--- src/rtl/shift_xfer_ctrl_if.sv ---
// Word-level handshakes of the serial transfer engine: load side (in_*/din)
// and result side (dout*). The controller uses the slave modport.
interface shift_xfer_ctrl_if #(
  parameter int WIDTH = 4
) ();
  logic             in_valid;
  logic             in_ready;
  logic [WIDTH-1:0] din;
  logic [WIDTH-1:0] dout;
  logic             dout_valid;
  logic             dout_ready;

  modport slave (
    input  in_valid, din, dout_ready,
    output in_ready, dout, dout_valid
  );

  modport master (
    output in_valid, din, dout_ready,
    input  in_ready, dout, dout_valid
  );
endinterface

--- src/rtl/shift_xfer_ctrl.sv ---
// Full-duplex serial transfer engine: loads a word, shifts it out MSB-first on SO
// while capturing SI, then holds the captured word until the consumer takes it.
module shift_xfer_ctrl #(
  parameter int WIDTH = 4,
  parameter int DIV   = 1
) (
  input  logic                   clk,
  input  logic                   rst,
  input  logic                   abort,
  input  logic                   SI,
  output logic                   SO,
  output logic                   shift_tick,
  output logic                   busy,
  output logic [$clog2(WIDTH):0] bit_cnt,
  shift_xfer_ctrl_if.slave       bus
);

  localparam int CNT_W = $clog2(WIDTH) + 1;
  localparam int DIV_W = (DIV > 1) ? $clog2(DIV) : 1;
  localparam logic [DIV_W-1:0] DIV_LAST = DIV_W'(DIV - 1);
  localparam logic [CNT_W-1:0] BIT_LAST = CNT_W'(WIDTH - 1);

  typedef enum logic [1:0] {IDLE, SHIFT, HOLD} state_t;

  state_t             state_q, state_d;
  logic [WIDTH-1:0]   sreg_q, sreg_d;
  logic [WIDTH-1:0]   dout_q, dout_d;
  logic [CNT_W-1:0]   bit_cnt_q, bit_cnt_d;
  logic [DIV_W-1:0]   div_cnt_q, div_cnt_d;
  logic               in_ready_q, in_ready_d;
  logic               busy_q, busy_d;
  logic               dout_valid_q, dout_valid_d;
  logic               tick;

  assign tick = (state_q == SHIFT) && (div_cnt_q == DIV_LAST);

  always_comb begin
    state_d   = state_q;
    sreg_d    = sreg_q;
    dout_d    = dout_q;
    bit_cnt_d = bit_cnt_q;
    div_cnt_d = div_cnt_q;
    unique case (state_q)
      IDLE: begin
        // in_ready is high throughout IDLE, so in_valid alone completes the load.
        if (bus.in_valid) begin
          sreg_d    = bus.din;
          bit_cnt_d = '0;
          div_cnt_d = '0;
          state_d   = SHIFT;
        end
      end
      SHIFT: begin
        if (abort) begin
          bit_cnt_d = '0;
          div_cnt_d = '0;
          state_d   = IDLE;
        end else if (tick) begin
          sreg_d    = {sreg_q[WIDTH-2:0], SI};
          bit_cnt_d = bit_cnt_q + 1'b1;
          div_cnt_d = '0;
          if (bit_cnt_q == BIT_LAST) begin
            dout_d  = {sreg_q[WIDTH-2:0], SI};
            state_d = HOLD;
          end
        end else begin
          div_cnt_d = div_cnt_q + 1'b1;
        end
      end
      HOLD: begin
        if (abort) begin
          bit_cnt_d = '0;
          div_cnt_d = '0;
          state_d   = IDLE;
        end else if (bus.dout_ready) begin
          state_d = IDLE;
        end
      end
      default: state_d = IDLE;
    endcase
    in_ready_d   = (state_d == IDLE);
    busy_d       = (state_d != IDLE);
    dout_valid_d = (state_d == HOLD);
  end

  always_ff @(posedge clk) begin
    if (rst) begin
      state_q      <= IDLE;
      sreg_q       <= '0;
      dout_q       <= '0;
      bit_cnt_q    <= '0;
      div_cnt_q    <= '0;
      in_ready_q   <= 1'b1;
      busy_q       <= 1'b0;
      dout_valid_q <= 1'b0;
    end else begin
      state_q      <= state_d;
      sreg_q       <= sreg_d;
      dout_q       <= dout_d;
      bit_cnt_q    <= bit_cnt_d;
      div_cnt_q    <= div_cnt_d;
      in_ready_q   <= in_ready_d;
      busy_q       <= busy_d;
      dout_valid_q <= dout_valid_d;
    end
  end

  assign SO             = sreg_q[WIDTH-1];
  assign shift_tick     = tick;
  assign busy           = busy_q;
  assign bit_cnt        = bit_cnt_q;
  assign bus.in_ready   = in_ready_q;
  assign bus.dout       = dout_q;
  assign bus.dout_valid = dout_valid_q;

endmodule

--- src/flat_wrapper.sv ---
// flat-port wrapper written by rule: the top's interface ports become plain ports
module shift_xfer_ctrl_flat 
#(
  parameter int WIDTH = 4,
  parameter int DIV   = 1
)
  (clk, rst, abort, SI, SO, shift_tick, busy, bit_cnt, bus_in_valid, bus_din, bus_dout_ready, bus_in_ready, bus_dout, bus_dout_valid);
  shift_xfer_ctrl_if #(.WIDTH(WIDTH)) bus_i ();
  input  logic clk;
  input  logic rst;
  input  logic abort;
  input  logic SI;
  output logic SO;
  output logic shift_tick;
  output logic busy;
  output logic [$clog2(WIDTH):0] bit_cnt;
  input wire logic [$bits(bus_i.in_valid)-1:0] bus_in_valid;
  input wire logic [$bits(bus_i.din)-1:0] bus_din;
  input wire logic [$bits(bus_i.dout_ready)-1:0] bus_dout_ready;
  output wire logic [$bits(bus_i.in_ready)-1:0] bus_in_ready;
  output wire logic [$bits(bus_i.dout)-1:0] bus_dout;
  output wire logic [$bits(bus_i.dout_valid)-1:0] bus_dout_valid;
  assign bus_i.in_valid = bus_in_valid;
  assign bus_i.din = bus_din;
  assign bus_i.dout_ready = bus_dout_ready;
  assign bus_in_ready = bus_i.in_ready;
  assign bus_dout = bus_i.dout;
  assign bus_dout_valid = bus_i.dout_valid;
  shift_xfer_ctrl #(.WIDTH(WIDTH), .DIV(DIV)) u_core (.clk(clk), .rst(rst), .abort(abort), .SI(SI), .SO(SO), .shift_tick(shift_tick), .busy(busy), .bit_cnt(bit_cnt), .bus(bus_i));
endmodule
--- config.mk ---
export PLATFORM = sky130hd
export DESIGN_NAME = shift_xfer_ctrl_flat
export DESIGN_NICKNAME = d
export VERILOG_FILES = /design/src/rtl/shift_xfer_ctrl_if.sv /design/src/rtl/shift_xfer_ctrl.sv /design/src/flat_wrapper.sv
export SDC_FILE = /design/constraint.sdc
export NUM_CORES = 1
export LEC_CHECK = 0
export CORE_MARGIN = 1
export CORE_UTILIZATION = 42
export DETAILED_ROUTE_END_ITERATION = 8
export MAX_ROUTING_LAYER = met4
export PLACE_DENSITY = 0.73
export SLEW_MARGIN = 20
export SYNTH_ARGS = -nofsm -noshare
export SYNTH_HDL_FRONTEND = slang
export SYNTH_SLANG_ARGS = --single-unit
export TNS_END_PERCENT = 20
--- constraint.sdc ---
create_clock -name clk -period 1.3 [get_ports clk]
set_input_delay 0.26 -clock clk [delete_from_list [all_inputs] [get_ports clk]]
set_output_delay 0.26 -clock clk [all_outputs]
set_load 0.01 [all_outputs]
; Yosys cells after proc, flatten, opt, wreduce, memory -nomap -nowiden
; Index checks and enable logic that the tools add are counted.
[op_classes]
add_sub_neg = 2
bitwise = 2
reduce_logical = 10
n_eq_ne = 9
muxes = 21
[ops]
columns = cell, count
row1 = $mux W2, 6
row2 = $mux W3, 4
row3 = $mux W4, 3
row4 = $reduce_and A4 Y1, 3
row5 = $pmux W3 S3, 1
row6 = $ne A2 B2 Y1 const B, 4
row7 = $pmux W4 S2, 1
row8 = $pmux W2 S3, 1
row9 = $eq A2 B2 Y1 const B, 2
row10 = $logic_not A2 Y1, 2
row11 = $mux W1, 4
row12 = $reduce_bool A2 Y1, 2
row13 = $add A3 B1 Y3 const B, 1
row14 = $eq A3 B2 Y1 const B, 1
row15 = $ne A3 B3 Y1 const B, 1
row16 = $pmux W1 S3, 1
row17 = $reduce_and A3 Y1, 1
row18 = $reduce_bool A3 Y1, 1
row19 = $eq A2 B1 Y1 const B, 1
row20 = $not A1 Y1, 2
row21 = $add A1 B1 Y1 const B, 1
row22 = $logic_and A1 B1 Y1, 1
[word_totals]
out_inout_bits = 12
reg_bits = 17
elab_cells = 52
in_bits = 10

; Logic depth before layout (Yosys ltp)
; Gate-level depths: netlist of the first run.
[depth]
depth_word = 6
mapped_depth = 6
mapped_depth_nobuf = 6

; Worst setup path before layout of the first run
; Ideal clock, no wire load.
[synth_timing]
path_kind = reg-to-reg
startpoint = register u_core.bit_cnt_q[0], in the netlist u_core.bit_cnt[0]
endpoint = register u_core.dout_q[0], in the netlist u_core.bus.dout[0]
arrival_time_ns = 1.238
slack_ns = -0.071
path_stages_with_launch = 7
t_required_ns = 1.166
n_path_buf = 0
period_less_slack_ns = 1.371
setup_ns = 0.134
path_cell_list = dfxtp_1 ha_1 ha_1 nor3b_2 nand2_1 nand2_1 a21oi_1
[synth_between]
elab_chain_cells = 2
[synth_rtl]
columns = item, line_no
row1 = "start, declared", shift_xfer_ctrl.sv:28  ; logic [CNT_W-1:0] bit_cnt_q, bit_cnt_d;
row2 = "start signal, assigned", shift_xfer_ctrl.sv:100  ; bit_cnt_q <= bit_cnt_d;
row3 = $eq A3 B2 Y1, shift_xfer_ctrl.sv:62  ; if (bit_cnt_q == BIT_LAST) begin
row4 = $reduce_and A4 Y1 (no source line), -
row5 = "end signal, assigned", shift_xfer_ctrl.sv:99  ; dout_q <= dout_d;
row6 = "end, declared", shift_xfer_ctrl.sv:27  ; logic [WIDTH-1:0] dout_q, dout_d;
; No other way between the ends.
; A chain may end at the register's enable or synchronous reset.

; Worst setup path after layout of the first run
[layout_timing]
startpoint = register u_core.bit_cnt_q[0], in the netlist u_core.bit_cnt[0]
endpoint = register u_core.dout_q[3], in the netlist u_core.bus.dout[3]
; Same word-level chain as after synthesis.

==> results of run 1 <==
-- Yosys cell counts --
library cell	number
buf_2	3
nor2_1	3
a211oi_1	1
nor2b_4	1
o2bb2ai_4	1
nand4_1	1
o21ai_1	3
nor3b_1	2
mux2i_1	5
buf_6	1
nand2b_4	1
a21o_1	1
a211oi_2	4
ha_1	2
o21a_1	1
nand3b_1	1
nand4b_1	1
dfxtp_1	17
clkbuf_1	2
nor3_1	3
a21oi_1	10
inv_1	3
o21ai_0	2
buf_4	1
nor2b_1	2
nand3_1	4
o22ai_1	1
nand2b_1	3
nor2_2	5
nor3b_2	1
nand2_1	5
-- tightest hold or removal path, cell delays in order, from the launching register on --
cell     delay (ns)
dfxtp_1        0.32
nand2_1        0.06
a21oi_1        0.05
-- cells by family after synthesis --
logic type / count (synthesis) / share of synthesized area (%)
and+or+nand+nor: 33 / 24.0
AOI/OAI and AO/OA: 24 / 21.2
DFF: 17 / 39.8
buffers and inverters: 10 / 6.15
muxes: 5 / 5.86
adders and majority gates: 2 / 2.93
-- routing by layer --
metal  wire length [um]  global-route usage, %  vias up
met5                  0                      -        -
met4                 13                   5.14        0
met3                 64                   3.46        2
met2                885                   27.2       14
met1                911                   24.0      344
li1                   -                      -      384
-- final cells by class --
| cell class | instances | area, um^2 |
|---|---|---|
| multi-input cells | 64 | 489 |
| clock buffers | 3 | 22.5 |
| well taps | 25 | 31.3 |
| flip-flops and latches | 17 | 344 |
| clock inverters | 1 | 5.00 |
| repair buffers | 35 | 305 |
| inverters | 3 | 11.3 |
| fillers | 163 | 612 |
-- path summary, 6_finish.rpt --
path / start / end / slack, ns / depth (start not counted)
max reg2reg: u_core.bit_cnt[0] / u_core.bus.dout[3] / -0.07 / 6
max: u_core.bit_cnt[0] / u_core.bus.dout[3] / -0.07 / 6
min reg2reg: u_core.bus.dout[2] / u_core.bus.dout[2] / 0.47 / 2
min: u_core.bus.dout[2] / u_core.bus.dout[2] / 0.47 / 2
-- cells in the final DEF, fill, tap and decap left out, types with 4 or more instances in the layout --
cell type and count:
dfxtp_1 14, buf_4 13, a21oi_1 9, dlygate4sd2_1 9
clkdlybuf4s50_1 8, mux2i_1 5, nor2_2 5, nand3_1 4
nand2_1 4, o21ai_1 4, a211oi_2 4
-- per-stage QoR --
stage	std cells	util (%)	hold WS [ns]	setup WS (ns)
after floorplan	91	-	0.408	0.00472
after global placement	143	63.8	0.445	-0.230
after detailed placement	143	63.8	0.451	-0.280
after CTS	147	64.4	0.463	-0.0500
after global routing	148	66.4	0.483	-0.145
final	148	66.4	0.467	-0.0662
-- registers in the layout, indices dropped and copies added (netlist names) --
register and flops:
u_core.bus.dout 4, u_core.sreg_q 4, u_core.bit_cnt 3, u_core.state_q 2, u_core.bus.dout_valid 1, u_core.bus.in_ready 1
u_core.busy 1, u_core.div_cnt_q 1
-- power groups by stage --
stage | clock network, mW | logic (mW) | registers [mW]
2_1_floorplan | 0 | 0.113 | 0.569
3_3_place_gp | 0 | 0.196 | 0.568
3_5_place_dp | 0 | 0.199 | 0.569
4_1_cts | 0.283 | 0.192 | 0.556
5_1_grt | 0.311 | 0.211 | 0.560
6_report | 0.279 | 0.194 | 0.557
-- repair_timing --
item                                    4_1_cts  5_1_grt
resized for setup                            16       11
pin swaps                                     0       12
hold buffers                                  0        0
endpoints found under the setup margin       18       15
buffers inserted                              0        1
==> flow_summary.json, run 1 <==
{
  "ys_warn_count": 0,
  "grt_max_degree": 13,
  "cp.arrival_ns": 1.55,
  "placed_cell_area_mm2": 0.00116,
  "grt_pass1_wl_um": 2680,
  "wl_per_cell_um": 12.7,
  "period_minus_slack_ns": 1.37,
  "grt_antenna_before_repair": 0,
  "drtIter0Drc": 10,
  "die_h_um": 47.1,
  "first_pass_iters": 4,
  "postSynthAreaPerCell_um2": 9.39,
  "failed_checks": "negative setup slack",
  "dp_hpwl_um": 1360,
  "yosysUniqueCellTypes": 31,
  "worstSetupStartpointType": "flip-flop",
  "p_switching_uw": 269,
  "dieWidth_um": 47.1,
  "finish.instance_area_mm2": 0.00121,
  "seq_area_frac_synth_pct": 39.8,
  "critPathBufInv": 0,
  "fin_skew_ns": 0.00626,
  "cts_tree": "yes",
  "rsz0062_at_grt": "true",
  "areaGrowthSynthToFinish_pct": 41.4,
  "cp_common_cell": "ha_2",
  "fin_nets": 136,
  "netlist_top_cells_area": "dfxtp_1 (40%), a211oi_2 (5.9%), a21oi_1 (5.9%)",
  "worstSetupPathType": "reg2reg",
  "dieArea_mm2": 0.00222,
  "vias_per_cell": 5.03,
  "io_buffers": 21,
  "cp_max_fo": 6,
  "cts_inserted_buffers": 3,
  "cp_cell_sequence": "ha_2 -> ha_2 -> nor3b_4 -> nand2_2 -> nand2_1 -> a21oi_1",
  "core_mm2": 0.00182,
  "tightest_slew_ns": 0.331,
  "cp.required_ns": 1.49,
  "power_leakage_nw": 0.511,
  "finalWirelength_um": 1870,
  "synth_top_area_share_pct": 39.8,
  "p_per_area_mw_per_mm2": 852,
  "p_seq_share_pct": 54.1,
  "fin_crit_sh_pct": 105,
  "slew_violations": 0,
  "critPathSlowestCell": "dfxtp_2",
  "ys_seq_elements": 17,
  "rows": 15,
  "internal_power_uw": 760,
  "relSlewSlack_pct": 77.9,
  "drc": 0,
  "crit_path_end_kind": "flip-flop",
  "ios": 22,
  "synth_top_cell_by_area": "dfxtp_1",
  "report.power.total_mw": 1.03,
  "setup_ws_ns": -0.0662,
  "clkLatencyLatePin_ns": 0.28,
  "power_frac_clock_pct": 27.1,
  "cts.reportedPaths.clkPinSlew_ns": 0.10,
  "run_status": "complete, but fails checks",
  "final-setup-viol-count": 6,
  "ant_nets": 0,
  "fmax_mhz": 732,
  "holdCritPathClass": "reg2reg",
  "clkSinkCount": 17,
  "power.share.switching_pct": 26.2,
  "syn-cell-area_um2": 855,
  "start_util_pct": 46.9,
  "pwr-share-comb_pct": 18.9,
  "synthCells": 91,
  "max_stage_delay_ns": 0.35,
  "first_global_vias": 624,
  "cts_root_buffer": "clkbuf_4",
  "vias": 744,
  "drive_gt1_share_pct": 33.3,
  "h-tree-depth": 1,
  "globalplace.congestion": 0.768,
  "diodes": 0,
  "cpLargestDelayFamily": "simple AND/OR/NAND/NOR gates",
  "setup_tns_ns": -0.325,
  "ir_drop_mv": 0.870,
  "cap_violations": 0,
  "synth_fp_nets": 103,
  "overflow": 0,
  "ctsLongestPathBuffers": 2,
  "final-hold-violation-count": 0,
  "grt.total_usage_pct": 17.9
}
No activity file was read; power rests on OpenSTA's default activity.
==> run 2, diff against run 1 <==
--- a/config.mk
+++ b/config.mk
@@ -5,11 +5,13 @@
 export SDC_FILE = /design/constraint.sdc
 export NUM_CORES = 1
 export LEC_CHECK = 0
+export CAP_MARGIN = 20
 export CORE_MARGIN = 1
-export CORE_UTILIZATION = 42
+export CORE_UTILIZATION = 44
+export CTS_BUF_LIST = sky130_fd_sc_hd__clkbuf_2 sky130_fd_sc_hd__clkbuf_4 sky130_fd_sc_hd__clkbuf_8
 export DETAILED_ROUTE_END_ITERATION = 8
 export MAX_ROUTING_LAYER = met4
-export PLACE_DENSITY = 0.73
+export PLACE_DENSITY = 0.76
 export SLEW_MARGIN = 20
 export SYNTH_ARGS = -nofsm -noshare
 export SYNTH_HDL_FRONTEND = slang
==> run 2 against run 1 <==
  * The flow still finishes with violations (negative setup slack)
  * Setup slack better by 0.050 ns
  * Critical path depth unchanged
  * Flip-flop and latch count stayed put
  * Sequential power barely moved
  * Design area shrank 0.10%
  * Wire length shrank 6.1%
  * Sequential share of layout area about the same
  * Register-to-register slack gained 0.05 ns
  * Critical path type unchanged
  * Largest cell class unchanged
  * Highest routed layer unchanged
==> flow_summary.json, run 2 (synthesized netlist as in run 1, its figures left out) <==
{
  "ant_nets": 0,
  "failed_checks": "negative setup slack",
  "first_pass_iters": 4,
  "worstSetupPathType": "reg2reg",
  "holdCritPathClass": "in2reg",
  "fmax_mhz": 760,
  "power_leakage_nw": 0.503,
  "dieWidth_um": 46.1,
  "cts.reportedPaths.clkPinSlew_ns": 0.11,
  "overflow": 0,
  "cpLargestDelayFamily": "simple AND/OR/NAND/NOR gates",
  "cp_common_cell": "ha_4",
  "wl_per_cell_um": 12.1,
  "core_mm2": 0.00176,
  "cap_violations": 0,
  "crit_path_end_kind": "flip-flop",
  "h-tree-depth": 1,
  "period_minus_slack_ns": 1.32,
  "max_stage_delay_ns": 0.36,
  "p_per_area_mw_per_mm2": 851,
  "final-hold-violation-count": 0,
  "cp.arrival_ns": 1.50,
  "ctsLongestPathBuffers": 2,
  "grt_pass1_wl_um": 2800,
  "areaGrowthSynthToFinish_pct": 41.3,
  "drtIter0Drc": 18,
  "start_util_pct": 48.4,
  "vias_per_cell": 5.12,
  "fin_util_pct": 68.4,
  "io_buffers": 21,
  "vias": 747,
  "mostFrequentLayoutCell": "dfxtp_1",
  "final_cell_mix": "dfxtp_1 (14), buf_4 (11), dlygate4sd2_1 (9)",
  "rsz0062_at_grt": "true",
  "cts_tree": "yes",
  "placed_cell_area_mm2": 0.00115,
  "fin_crit_sh_pct": 101,
  "worstSetupStartpointType": "flip-flop",
  "cts_inserted_buffers": 3,
  "relSlewSlack_pct": 79.1,
  "die_h_um": 46.1,
  "globalplace.congestion": 0.809,
  "cp.required_ns": 1.49,
  "rows": 15,
  "grt_max_degree": 13,
  "diodes": 0,
  "final-setup-viol-count": 2,
  "fin_nets": 134,
  "grt_antenna_before_repair": 0,
  "dieArea_mm2": 0.00212,
  "dp_hpwl_um": 1280,
  "cp_cell_sequence": "ha_4 -> ha_4 -> nor3b_4 -> nand2_2 -> nand2_1 -> a21oi_2",
  "critPathBufInv": 0,
  "ir_drop_mv": 0.818,
  "ios": 22,
  "setup_ws_ns": -0.0165,
  "cp_max_fo": 6,
  "critPathSlowestCell": "dfxtp_2",
  "fin_skew_ns": 0.0156,
  "slew_violations": 0,
  "finish.instance_area_mm2": 0.00121,
  "clkSinkCount": 17,
  "first_global_vias": 616,
  "run_status": "complete, but fails checks",
  "finalWirelength_um": 1760,
  "ctsHoldBuffers": 0,
  "tightest_slew_ns": 0.313,
  "cts_root_buffer": "clkbuf_4",
  "setup_tns_ns": -0.0195,
  "drc": 0,
  "clkLatencyLatePin_ns": 0.30,
  "grt.total_usage_pct": 19.2,
  "drive_gt1_share_pct": 33.1,
  "num-fill-cells": 148
}
## run 2: worst paths after layout
kind | from | depth (start not counted) | end | slack, ns
setup / recovery | u_core.bit_cnt[1] | 6 | u_core.bus.dout[0] | -0.02
hold / removal | abort | 3 | u_core.bus.dout_valid | 0.46
setup reg to reg | u_core.bit_cnt[1] | 6 | u_core.bus.dout[0] | -0.02
hold reg to reg | u_core.bus.dout[3] | 2 | u_core.bus.dout[3] | 0.46
## run 2: report_power, final
part | internal, mW | switching (mW)
Sequential | 0.542 | 0.0143
Combinational | 0.101 | 0.0891
Clock | 0.115 | 0.167
## run 2: worst register-to-register path, cell delays in order, from the launching register on
cell     delay [ns]
dfxtp_2        0.36
ha_4           0.14
ha_4           0.13
nor3b_4        0.30
nand2_2        0.14
nand2_1        0.10
a21oi_2        0.05
## run 2: final cells by class
type                    instances  area (um^2)  share of cell area [%]
multi-input cells              64          508                    42.1
repair buffers                 33          285                    23.6
well taps                      25         31.3                    2.59
clock buffers                   3         22.5                    1.87
clock inverters                 1         5.00                   0.415
inverters                       3         11.3                   0.933
flip-flops and latches         17          344                    28.5
## run 2: metrics by stage
step	power, mW	instances	hold WS, ns	setup slack [ns]
floorplan	0.682	91	0.408	0.00472
global placement	0.759	142	0.445	-0.259
detailed placement	0.762	142	0.454	-0.287
CTS	1.03	146	0.465	-0.0345
global route	1.08	146	0.487	-0.0888
finish	1.03	146	0.461	-0.0165
## run 2: what timing repair did
action | 4_1_cts | 5_1_grt
setup buffers | 0 | 0
pin swaps | 0 | 9
endpoints found under the setup margin | 17 | 16
resized for setup | 16 | 13
## run 2: per-layer routing
metal / part of all wire [%] / track usage (%)
met1: 48 / 25.9
met2: 46 / 27.6
met3: 4.9 / 5.88
met4: 0.68 / 5.29
met5: 0 / -
